## src/rtl/pulse_loop_pkg.sv

```systemverilog
// Shared types and timing helpers for the multi-channel pulse loop generator.
package pulse_loop_pkg;

  localparam int unsigned CNT_W_DEF = 16;

  typedef enum logic [1:0] {
    ST_IDLE  = 2'd0,
    ST_DELAY = 2'd1,
    ST_HIGH  = 2'd2,
    ST_LOW   = 2'd3
  } pl_state_e;

  // A zero HIGH still occupies one silent cycle so the period keeps running.
  function automatic logic [31:0] high_len(input logic [31:0] high);
    return (high == 32'd0) ? 32'd1 : high;
  endfunction

  // LOW lasts TOTAL minus the effective HIGH length, never less than one cycle.
  function automatic logic [31:0] low_len(input logic [31:0] total, input logic [31:0] high);
    logic [31:0] h;
    h = high_len(high);
    return (total > h) ? (total - h) : 32'd1;
  endfunction

endpackage

```

## src/rtl/pulse_loop_ch.sv

```systemverilog
// One pulse loop channel: delay, then HIGH/LOW periods in burst or continuous mode.
module pulse_loop_ch
  import pulse_loop_pkg::*;
#(
  parameter int unsigned CNT_W = CNT_W_DEF
) (
  input  logic             clk,
  input  logic             rst,
  input  logic             start,
  input  logic             stop,
  input  logic [CNT_W-1:0] first,
  input  logic [CNT_W-1:0] high,
  input  logic [CNT_W-1:0] total,
  input  logic [CNT_W-1:0] num,
  output logic             pulse,
  output logic             busy,
  output logic             done
);

  pl_state_e        state_q, state_d;
  logic [CNT_W-1:0] cnt_q, cnt_d;
  logic [CNT_W-1:0] pcnt_q, pcnt_d;
  logic [CNT_W-1:0] high_q, high_d;
  logic [CNT_W-1:0] low_q, low_d;
  logic [CNT_W-1:0] num_q, num_d;
  logic             hon_q, hon_d;
  logic             pulse_q, pulse_d;
  logic             busy_q, busy_d;
  logic             done_q, done_d;

  // Next state; outputs are derived from the next state so they register in step.
  always_comb begin
    state_d = state_q;
    cnt_d   = cnt_q;
    pcnt_d  = pcnt_q;
    high_d  = high_q;
    low_d   = low_q;
    num_d   = num_q;
    hon_d   = hon_q;
    done_d  = 1'b0;

    if (stop) begin
      state_d = ST_IDLE;
    end else begin
      unique case (state_q)
        ST_IDLE: begin
          if (start) begin
            high_d = CNT_W'(high_len(32'(high)));
            low_d  = CNT_W'(low_len(32'(total), 32'(high)));
            num_d  = num;
            hon_d  = (high != '0);
            pcnt_d = '0;
            if (first == '0) begin
              state_d = ST_HIGH;
              cnt_d   = high_d;
              pcnt_d  = CNT_W'(1);
            end else begin
              state_d = ST_DELAY;
              cnt_d   = first;
            end
          end
        end
        ST_DELAY: begin
          if (cnt_q == CNT_W'(1)) begin
            state_d = ST_HIGH;
            cnt_d   = high_q;
            pcnt_d  = pcnt_q + CNT_W'(1);
          end else begin
            cnt_d = cnt_q - CNT_W'(1);
          end
        end
        ST_HIGH: begin
          if (cnt_q == CNT_W'(1)) begin
            state_d = ST_LOW;
            cnt_d   = low_q;
          end else begin
            cnt_d = cnt_q - CNT_W'(1);
          end
        end
        ST_LOW: begin
          if (cnt_q == CNT_W'(1)) begin
            // Pulse count is only consulted in burst mode, so its wrap is harmless.
            if ((num_q == '0) || (pcnt_q < num_q)) begin
              state_d = ST_HIGH;
              cnt_d   = high_q;
              pcnt_d  = pcnt_q + CNT_W'(1);
            end else begin
              state_d = ST_IDLE;
              done_d  = 1'b1;
            end
          end else begin
            cnt_d = cnt_q - CNT_W'(1);
          end
        end
        default: state_d = ST_IDLE;
      endcase
    end

    pulse_d = (state_d == ST_HIGH) && hon_d;
    busy_d  = (state_d != ST_IDLE);
  end

  always_ff @(posedge clk) begin
    if (rst) begin
      state_q <= ST_IDLE;
      cnt_q   <= '0;
      pcnt_q  <= '0;
      high_q  <= '0;
      low_q   <= '0;
      num_q   <= '0;
      hon_q   <= 1'b0;
      pulse_q <= 1'b0;
      busy_q  <= 1'b0;
      done_q  <= 1'b0;
    end else begin
      state_q <= state_d;
      cnt_q   <= cnt_d;
      pcnt_q  <= pcnt_d;
      high_q  <= high_d;
      low_q   <= low_d;
      num_q   <= num_d;
      hon_q   <= hon_d;
      pulse_q <= pulse_d;
      busy_q  <= busy_d;
      done_q  <= done_d;
    end
  end

  assign pulse = pulse_q;
  assign busy  = busy_q;
  assign done  = done_q;

endmodule

```

## src/rtl/pulse_loop_gen_mc.sv

```systemverilog
// Multi-channel programmable pulse loop generator: bus slicing and legacy auto-start.
module pulse_loop_gen_mc
  import pulse_loop_pkg::*;
#(
  parameter int unsigned CH_NUM     = 4,
  parameter int unsigned CNT_W      = CNT_W_DEF,
  parameter bit          AUTO_START = 1'b0,
  parameter int unsigned DEF_FIRST  = 1,
  parameter int unsigned DEF_HIGH   = 1,
  parameter int unsigned DEF_TOTAL  = 2
) (
  input  logic                    CLK_I,
  input  logic                    RST_I,
  input  logic [CH_NUM-1:0]       START_I,
  input  logic [CH_NUM-1:0]       STOP_I,
  input  logic [CH_NUM*CNT_W-1:0] FIRST_I,
  input  logic [CH_NUM*CNT_W-1:0] HIGH_I,
  input  logic [CH_NUM*CNT_W-1:0] TOTAL_I,
  input  logic [CH_NUM*CNT_W-1:0] NUM_I,
  output logic [CH_NUM-1:0]       PULSE_O,
  output logic [CH_NUM-1:0]       BUSY_O,
  output logic [CH_NUM-1:0]       DONE_O
);

  logic boot_q, boot_d;
  logic auto_go;

  // High only in the first cycle after reset release.
  always_comb boot_d = RST_I;

  always_ff @(posedge CLK_I) boot_q <= boot_d;

  assign auto_go = AUTO_START && boot_q;

  for (genvar c = 0; c < CH_NUM; c++) begin : g_ch
    logic             start_w;
    logic [CNT_W-1:0] first_w, high_w, total_w, num_w;

    assign start_w = START_I[c] | auto_go;
    assign first_w = auto_go ? CNT_W'(DEF_FIRST) : FIRST_I[c*CNT_W +: CNT_W];
    assign high_w  = auto_go ? CNT_W'(DEF_HIGH)  : HIGH_I[c*CNT_W +: CNT_W];
    assign total_w = auto_go ? CNT_W'(DEF_TOTAL) : TOTAL_I[c*CNT_W +: CNT_W];
    assign num_w   = auto_go ? '0                : NUM_I[c*CNT_W +: CNT_W];

    pulse_loop_ch #(.CNT_W(CNT_W)) u_ch (
      .clk   (CLK_I),
      .rst   (RST_I),
      .start (start_w),
      .stop  (STOP_I[c]),
      .first (first_w),
      .high  (high_w),
      .total (total_w),
      .num   (num_w),
      .pulse (PULSE_O[c]),
      .busy  (BUSY_O[c]),
      .done  (DONE_O[c])
    );
  end

endmodule

```

## config.mk

```make
export PLATFORM = sky130hd
export DESIGN_NAME = pulse_loop_gen_mc
export DESIGN_NICKNAME = d
export VERILOG_FILES = /design/src/rtl/pulse_loop_pkg.sv /design/src/rtl/pulse_loop_ch.sv /design/src/rtl/pulse_loop_gen_mc.sv
export SDC_FILE = /design/constraint.sdc
export NUM_CORES = 1
export LEC_CHECK = 0
export ABC_AREA = 1
export BUFFER_PORTS_ARGS = -buffer_cell sky130_fd_sc_hd__clkbuf_2
export CAP_MARGIN = 20
export CORE_ASPECT_RATIO = 2
export CORE_UTILIZATION = 45
export CTS_CLUSTER_DIAMETER = 200
export CTS_CLUSTER_SIZE = 25
export DETAILED_ROUTE_END_ITERATION = 16
export PLACE_DENSITY = 0.61
export SKIP_CTS_REPAIR_TIMING = 1
export SLEW_MARGIN = 20
export SYNTH_ARGS = -nofsm -noshare
export SYNTH_HDL_FRONTEND = slang
export SYNTH_SLANG_ARGS = --single-unit
```

## constraint.sdc

```tcl
create_clock -name CLK_I -period 3.4 [get_ports CLK_I]
set_clock_uncertainty 0.2 [all_clocks]
set_input_delay 0 -clock CLK_I [delete_from_list [all_inputs] [get_ports CLK_I]]
set_output_delay 0 -clock CLK_I [all_outputs]
set_load 0.005 [all_outputs]
```

==> impl_results.md <==
- Status: finished, violations left
- Failing checks: hold timing
- Fin Setup TNS: 0 ns
- Power density over the cells: 331 nW/um^2
- Finished Layout Cells: 4807
- Post-synth EDFFs: 0
- Crit path cell chain: dlygate4sd3_1, clkbuf_2, inv_1, nand4_1, nor2_1, buf_4, nand2_1, nand2_1, ha_1, inv_1, fa_1, nand2_1, nand2_1, o21ai_0, o21ai_1, nand2_1, nand2_1, xnor2_1, dlygate4sd3_1, o21ai_0
- Congestion Overflow GR: 0
- Largest family of logic cells by synthesized area: simple AND/OR/NAND/NOR gates
- Port bufs: 277
- Synth Area in XOR/XNOR: 3.95%
- Worst VDD drop: 0.000351 V
- Root Buffer: clkbuf_16
- # fillers: 5140
- Vias in the first global route: 23800
- Total Routing Usage GR: 30.1%
- Final Cycle Share: 97.9%
- Synth Warn #: 0
- Max Cap Viol: 0
- Detailed-route DRC error count: 0
- CTS tree: built
- Worst EP required: 3.69 ns
- Synth Area in Adders: 7.66%
- Post-route ant nets: 0
- Max incr delay on CP: 0.56 ns
- 1st-iter DRT viols: 1481
- Min-Delay Path Class: input port to flip-flop
- Syn_nets: 4055
- CP delay by family, top: buffers and inverters
- First-pass GRT wire length: 124000 um
- Final setup viols: 0
- I/O Pins: 278
- Die span in y: 324 um
- Share of layout cells above drive strength 1: 9.73%
- Die Footprint: 52700 sq um
- Row count: 117
- Sequential share of the synthesized area: 29.6%
- Synth Area in Simple Gates: 32.8%
- Via count: 25700
- Register bit total from synthesis: 344
- Relative slew slack: 48.9%
- Starting Density: 45.7%
- Crit path kind: input port to flip-flop
- Bufs on Longest Clock Path: 3
- WL final: 85000 um
- Placed Instances: 4492
- Final #Nets: 4556
- Ranking of synthesized cells by area: dfxtp_1 30%, nand2_1 13%, nand3_1 7.6%, a21oi_1 7.3%, ha_1 7.3%
- Largest area contributor in the netlist: dfxtp_1
- Area growth syn-to-layout: 23.0%
- CP max FO: 4
- Area fraction of the dominant cell type after synthesis: 29.6%
- Cell area after synthesis: 23300 sq um
- Most frequent cells in the layout: 819 x nand2_1, 449 x nor2_1, 403 x inv_1, 352 x nand3_1, 344 x dfxtp_1
- CP most frequent cell: nand2_1
- Post-DP HPWL: 64300 um
- Crit path arrival time: 3.62 ns
- Vias per cell: 5.35
- Sink Count: 344
- Clk pin slew, worst setup/hold paths: 0.11 ns
- Initial antenna violation count: 5
- Commonest non-fill, non-tap cell in the layout: nand2_1
- Final Hold Viols: 4
- Clk_lat worst skew: 0.56 ns
- Crit path capture type: flip-flop
- Synthesized area per cell: 6.37 sq um
- Total CTS buffers: 17
- Hold_ws: -0.130 ns
- Largest net degree at the start of global routing: 67
- Synth Flop Type: dfxtp_1
- P_leak: 13.0 nW
- Worst-margin pin slew: 0.763 ns
- Gpl congestion: 0.988
- Slowest-stage cell, CP: dlygate4sd3_1
- Register area: 6890 sq um
- Drt pass-1 iters: 7
- Multiplexer share of the synthesized area: 0%
- Routed len/inst: 17.7 um
- Multi-input gate area: 14100 sq um
- CP Launch Type: input port
- Die X: 163 um
- Fmax: 300 MHz
- Gate Count Post-Synth: 3649
- Synth async-reset ratio: 0%
- Compound-Gate Fraction of Synth Area: 16.4%
- Pins Over Slew Limit: 0
- Total core area: 50900 sq um
- Cell variety after synth: 46
- H-tree depth: 1
- Min Tclk post-route: 3.33 ns
- Buf/Inv on CP: 6
[layer usage]
metal	GRT usage (%)	vias to the layer above	wire (um)
li1	-	13000	-
met1	27.9	11700	29800
met2	60.4	775	46600
met3	4.27	277	3490
met4	17.7	4	5090
met5	0	-	27
[cells in the mapped netlist (10+ instances only)]
| master | count |
|---|---|
| a21oi_1 | 340 |
| buf_1 | 11 |
| buf_2 | 35 |
| buf_4 | 20 |
| clkbuf_1 | 79 |
| dfxtp_1 | 344 |
| ha_1 | 136 |
| inv_1 | 403 |
| nand2_1 | 819 |
| nand2_2 | 10 |
| nand3_1 | 352 |
| nand3b_1 | 22 |
| nand4_1 | 56 |
| nor2_1 | 449 |
| nor3_1 | 51 |
| o211ai_1 | 23 |
| o21ai_0 | 228 |
| o22ai_1 | 67 |
| xnor2_1 | 47 |
| xor2_1 | 58 |
[cell families after synthesis]
logic type,after synthesis
AO/OA/AOI/OAI,706
adder cells (fa/ha/maj),140
XOR/XNOR,105
buffers and inverters,561
flip-flops,344
AND/OR/NAND/NOR,1793
[through the flow]
| step | hold WS [ns] | util [%] | instance area, sq um | power (mW) | setup WS (ns) |
|---|---|---|---|---|---|
| after floorplan | -0.121 | - | 23300 | 6.10 | 1.04 |
| after global placement | 0.0254 | 49.5 | 25200 | 6.89 | 0.398 |
| after detailed placement | 0.0318 | 49.5 | 25200 | 6.89 | 0.337 |
| after CTS | -0.567 | 50.4 | 25700 | 9.25 | 0.710 |
| after global routing | 0.0119 | 56.2 | 28600 | 9.97 | -0.0108 |
| final | -0.130 | 56.2 | 28600 | 9.48 | 0.0699 |
[sequential cells by signal (all words and copies together) (netlist names), 8 cells and up]
name               flops
g_ch.u_ch.cnt_q       64
g_ch.u_ch.high_q      64
g_ch.u_ch.low_q       64
g_ch.u_ch.num_q       64
g_ch.u_ch.pcnt_q      64
g_ch.u_ch.state_q      8
[final cells by class]
type | count | area share, %
inverter | 415 | 5.45
timing repair buffer | 628 | 16.6
multi-input combinational | 2744 | 49.4
clock buffer | 17 | 1.49
clock inverter | 2 | 0.0612
tap | 654 | 2.86
sequential | 344 | 24.1
antenna | 3 | 0.0262
[tightest hold or removal path, cell delays in order]
cell	delay (ns)
clkbuf_2	0.09
nand3_1	0.07
nand2_1	0.15
a21oi_1	0.06
nand3_1	0.08
nand2_1	0.05
nor2_1	0.07
[final timing paths]
kind                          startpoint                     end  slack (ns)  cells after the start
setup / recovery              HIGH_I[12]  g_ch[0].u_ch.low_q[10]        0.07                     20
setup reg to reg   g_ch[2].u_ch.cnt_q[1]       g_ch[2].u_ch.done        0.35                     11
hold reg to reg   g_ch[3].u_ch.low_q[15]  g_ch[3].u_ch.low_q[15]        0.26                      2
hold / removal               FIRST_I[25]   g_ch[1].u_ch.cnt_q[9]       -0.13                      7
[report_power, final]
group          leakage, nW  switching, mW  internal (mW)
combinational         9.97           1.66           1.09
clock                0.218           1.44          0.918
sequential            2.81          0.142           4.24
Note: power is estimated with default switching activity, not from simulation.
